`src/rtl/conv_frame_packer.sv`:
```
// conv_frame_packer: collects a raster stream of CH-channel pixels (one per
// beat) into a flattened H x W x CH frame bus, then presents that frame with
// out_vld held for SEND_CYCLES cycles while the contents stay frozen.
// Channel c, pixel p (raster order, column fastest) lives at bit offset
// (c*H*W + p)*DW of conv_lin.
module conv_frame_packer #(
  parameter int DW          = 8,
  parameter int H           = 6,
  parameter int W           = 6,
  parameter int CH          = 3,
  parameter int SEND_CYCLES = 9
) (
  input  logic                   clk,
  input  logic                   rst,
  input  logic                   in_vld,
  output logic                   in_rdy,
  input  logic                   in_sof,
  input  logic [CH*DW-1:0]       in_data,
  input  logic                   err_clr,
  output logic [H*W*CH*DW-1:0]   conv_lin,
  output logic                   out_vld,
  output logic                   sof_err
);

  localparam int NPIX = H * W;

  typedef enum logic {
    FILL = 1'b0,
    SEND = 1'b1
  } state_t;

  state_t      state;
  state_t      state_nx;
  logic [5:0]  pix_cnt;
  logic [5:0]  pix_cnt_nx;
  logic [3:0]  snd_cnt;
  logic [3:0]  snd_cnt_nx;
  logic        accept;
  logic        resync;
  logic        last_beat;
  logic [5:0]  slot;

  // Handshake decode: which slot this beat lands in, and whether it is a resync
  // (SOF seen mid-frame) or the final beat of the frame.
  always_comb begin
    accept    = in_vld & in_rdy;
    resync    = accept & in_sof & (pix_cnt != 6'd0);
    slot      = resync ? 6'd0 : pix_cnt;
    last_beat = accept & ~resync & (pix_cnt == 6'(NPIX - 1));
  end

  // Next-state and counter logic for the FILL/SEND sequencer.
  always_comb begin
    state_nx   = state;
    pix_cnt_nx = pix_cnt;
    snd_cnt_nx = snd_cnt;
    case (state)
      FILL: begin
        if (resync) begin
          pix_cnt_nx = 6'd1;
        end else if (last_beat) begin
          pix_cnt_nx = 6'd0;
          snd_cnt_nx = 4'd0;
          state_nx   = SEND;
        end else if (accept) begin
          pix_cnt_nx = pix_cnt + 6'd1;
        end else begin
          pix_cnt_nx = pix_cnt;
        end
      end
      SEND: begin
        if (snd_cnt == 4'(SEND_CYCLES - 1)) begin
          snd_cnt_nx = 4'd0;
          state_nx   = FILL;
        end else begin
          snd_cnt_nx = snd_cnt + 4'd1;
        end
      end
      default: begin
        state_nx   = FILL;
        pix_cnt_nx = 6'd0;
        snd_cnt_nx = 4'd0;
      end
    endcase
  end

  // State, counters and the handshake outputs, all registered from the next state.
  always_ff @(posedge clk or posedge rst) begin
    if (rst) begin
      state   <= FILL;
      pix_cnt <= 6'd0;
      snd_cnt <= 4'd0;
      in_rdy  <= 1'b1;
      out_vld <= 1'b0;
    end else begin
      state   <= state_nx;
      pix_cnt <= pix_cnt_nx;
      snd_cnt <= snd_cnt_nx;
      in_rdy  <= (state_nx == FILL);
      out_vld <= (state_nx == SEND);
    end
  end

  // Frame storage: only the addressed slot of each channel is written on a beat.
  always_ff @(posedge clk or posedge rst) begin
    if (rst) begin
      conv_lin <= '0;
    end else if (accept) begin
      for (int p = 0; p < NPIX; p++) begin
        for (int c = 0; c < CH; c++) begin
          if (slot == 6'(p)) begin
            conv_lin[(c*NPIX + p)*DW +: DW] <= in_data[c*DW +: DW];
          end
        end
      end
    end
  end

  // Sticky SOF error flag; a new error in the clearing cycle takes priority.
  always_ff @(posedge clk or posedge rst) begin
    if (rst) begin
      sof_err <= 1'b0;
    end else if (resync) begin
      sof_err <= 1'b1;
    end else if (err_clr) begin
      sof_err <= 1'b0;
    end else begin
      sof_err <= sof_err;
    end
  end

endmodule

```
`config.mk`:
```
export PLATFORM = sky130hd
export DESIGN_NAME = conv_frame_packer
export DESIGN_NICKNAME = d
export VERILOG_FILES = /design/src/rtl/conv_frame_packer.sv
export SDC_FILE = /design/constraint.sdc
export NUM_CORES = 1
export LEC_CHECK = 0
export ABC_CLOCK_PERIOD_IN_PS = 93300
export CAP_MARGIN = 20
export CORE_AREA = 4 4 343 345
export CTS_BUF_LIST = sky130_fd_sc_hd__clkbuf_16
export CTS_CLUSTER_DIAMETER = 40
export DETAILED_ROUTE_END_ITERATION = 8
export DIE_AREA = 0 0 347 349
export GPL_TIMING_DRIVEN = 0
export PLACE_DENSITY = 0.54
export SLEW_MARGIN = 20
export SYNTH_ARGS = -nofsm -noshare
export SYNTH_HDL_FRONTEND = slang
export SYNTH_SLANG_ARGS = --single-unit
```
`constraint.sdc`:
```
create_clock -name clk -period 93.3 [get_ports clk]
set_input_delay 27.99 -clock clk [delete_from_list [all_inputs] [get_ports clk]]
set_output_delay 27.99 -clock clk [all_outputs]
set_load 0.01 [all_outputs]
```
==> results.toml <==
[synthesis]
synth_fa_ha_area_share_pct = 0.146
async_flop_share_pct = 100
synth_fp_nets = 2063
yosys.area_share.xor_xnor_pct = 0
synthMuxAreaShare_pct = 30.7
synth-seq-cells = 877
synth_edf_count = 0
syn_area_per_cell_sq_um = 16.8
ys.flop_type = "dfrtp_1"
synth_warnings = 0
ys_seq_area_share_pct = 64.2
synth.distinct_cells = 40
synth_simple_gate_area_share_pct = 1.77
synth_compound_area_share_pct = 0.476
syn_inst = 2030
syn_area_sq_um = 34200
synth_top_family_by_area = "multiplexers"

[timing]
finalHoldViolCount = 0
period_minus_slack_ps = 30050
slew_viol_final = 0
worst_pin_slew_ps = 1250
setup_viol_count_final = 0
post-route-period-util_pct = 32.2
fin_setup_tns_ps = 0
setup_slack_ps = 63250
fmax_ghz = 0.0333
relSlewSlack_pct = 16.4
clock-skew-final_ps = 30.7
rsz0062_at_grt = "false"

[outcome]
status = "complete, no violations"

[die]
coreArea_sq_um = 114000
die-area_sq_um = 121000
io-pin-count = 896
die_h_um = 349
die_w_um = 347
start_util_pct = 29.9
row_count = 124

[placed_design]
dp_hpwl_mm = 97.9
place_inst = 4446
dp_slack_ps = 62590
io_buffers = 895
dpl_cell_area_sq_um = 45300
place_congestion = 0.843

[final_layout]
instances_no_fill = 4710
nets = 3111
drive_above_1_share_pct = 38.1
layout_common_cells = "clkdlybuf4s50_1 (894), dfrtp_1 (876), mux2_2 (664), mux2_4 (200), clkbuf_16 (147)"
area_growth_pct = 47.2
final_area_sq_um = 50300
final_common_cell = "clkdlybuf4s50_1"

[routing]
route.detailed.drc = 0
post_drt_wl_per_cell_um = 27.9
avgViaCountPerCell = 4.63
ant_nets = 0
drtIter0Drc = 999
firstDrtPassIters = 5
vias = 21817
wl_mm = 132

[global_routing]
grt_use_total_pct = 21.3
antenna_found_initial = 10
grt_start_max_net_pins = 109
grt_overflow_total = 0
grt_pass1_vias = 23981
grt_pass1_wl_mm = 185

[clocking]
postCtsSetupBuffers = 0
cts_hold_buf = 0
numCtsBuffers = 142
path_clk_slew_ps = 50
cts_tree = "built"
cts-resized-gates = 0
cts-root-buf = "clkbuf_16"
clkLatencyLatePin_ps = 740
cts.path.max_buffers = 3
cts_sinks = 877
htree_levels = 4

[min_path]
hp-class = "reg2reg"

[critical_path]
crit_fanout = 10
critPathMaxStageDelay_ps = 790
critPathKind = "in2reg"
required_ps = 93910
critPathBufInv = 2
critical_path.top_delay_family = "simple AND/OR/NAND/NOR gates"
end_kind = "flop"
start_kind = "input pin"
critPathArrivalTime_ps = 30660
cp_cell_sequence = "clkdlybuf4s50_1, nor4b_2, nand2_1, buf_2, mux2_2"
cpMaxStageDelayCell = "nor4b_2"

[power]
power.density_nw_per_um2 = 29.4
leakagePower_nw = 23.9
peakVddDrop_uv = 19.6

[run]
maxCapViolations = 0
==> synthesized netlist by cell type (all sizes together), types with 2 or more instances <==
cell	n	area, sq um
inv	9	33.8
mux2	864	10500
a21oi	2	10.0
buf	88	586
nand2	20	75.1
a41oi	2	17.5
nor2b	10	62.6
and3	5	31.3
ha	4	50.1
nand2b	2	12.5
o21ai	11	55.1
nand3	26	285
clkbuf	80	300
a31oi	6	37.5
and2	8	50.1
dfrtp	876	21900
nor2	4	17.5
==> flip-flops by register name, summed over array words and instances, names as in the netlist <==
name	count
conv_lin	864
in_rdy	1
pix_cnt	6
snd_cnt	4
sof_err	1
state	1
==> final timing paths <==
kind                                                start                   endpoint  slack, ps  cells past startpoint
worst max-delay path                               in_sof  conv_lin[548]$_DFFE_PP0P_      63250                      5
worst max register to register     pix_cnt[2]$_DFFE_PP0P_  conv_lin[548]$_DFFE_PP0P_      90600                      5
worst min register to register  conv_lin[669]$_DFFE_PP0P_  conv_lin[669]$_DFFE_PP0P_        500                      1
min in group asynchronous                             rst  conv_lin[128]$_DFFE_PP0P_      27760                      2
worst min-delay path            conv_lin[669]$_DFFE_PP0P_  conv_lin[669]$_DFFE_PP0P_        500                      1
max in group asynchronous                             rst  conv_lin[300]$_DFFE_PP0P_      63680                      5
==> through the flow <==
stage | hold WS [ps] | power (W) | util, %
4_1_cts | 503 | 0.00150 | 44.0
3_5_place_dp | 491 | 0.000938 | 39.6
6_report | 501 | 0.00148 | 44.0
3_3_place_gp | 488 | 0.000932 | 39.4
5_1_grt | 509 | 0.00154 | 44.0
2_1_floorplan | 473 | 0.000675 | -
==> cell families (layout without fill, tap and decap cells) <==
kind of cell,Yosys count,count (layout)
AOI/OAI and AO/OA,26,26
adders and majority gates,4,4
buffers and inverters,177,1343
DFF,877,877
muxes,864,864
other,0,2
and+or+nand+nor,82,82
==> layout make-up <==
| cell class | instances | area, sq um |
|---|---|---|
| clock buffer | 147 | 3680 |
| fill | 10243 | 63900 |
| multi-input combinational | 976 | 11300 |
| timing repair buffer | 904 | 9200 |
| sequential | 877 | 21900 |
| antenna | 2 | 5.00 |
| inverter | 9 | 41.3 |
| buffer | 168 | 886 |
| clock inverter | 115 | 1340 |
| tap | 1512 | 1890 |
==> power by group <==
| group | internal [W] | switching, W |
|---|---|---|
| logic | 0.000228 | 0.000178 |
| registers | 0.000471 | 0.0000506 |
| clock network | 0.000353 | 0.000196 |
| total | 0.00105 | 0.000425 |
==> per-layer routing <==
| layer | up-vias | GRT usage, % | part of all wire, % |
|---|---|---|---|
| li1 | 9279 | - | - |
| met1 | 11509 | 24.6 | 39 |
| met2 | 804 | 36.4 | 50 |
| met3 | 225 | 6.96 | 7.3 |
| met4 | 0 | 8.48 | 3.8 |
| met5 | - | 0 | 0 |
No activity file was read; power rests on OpenSTA's default activity.
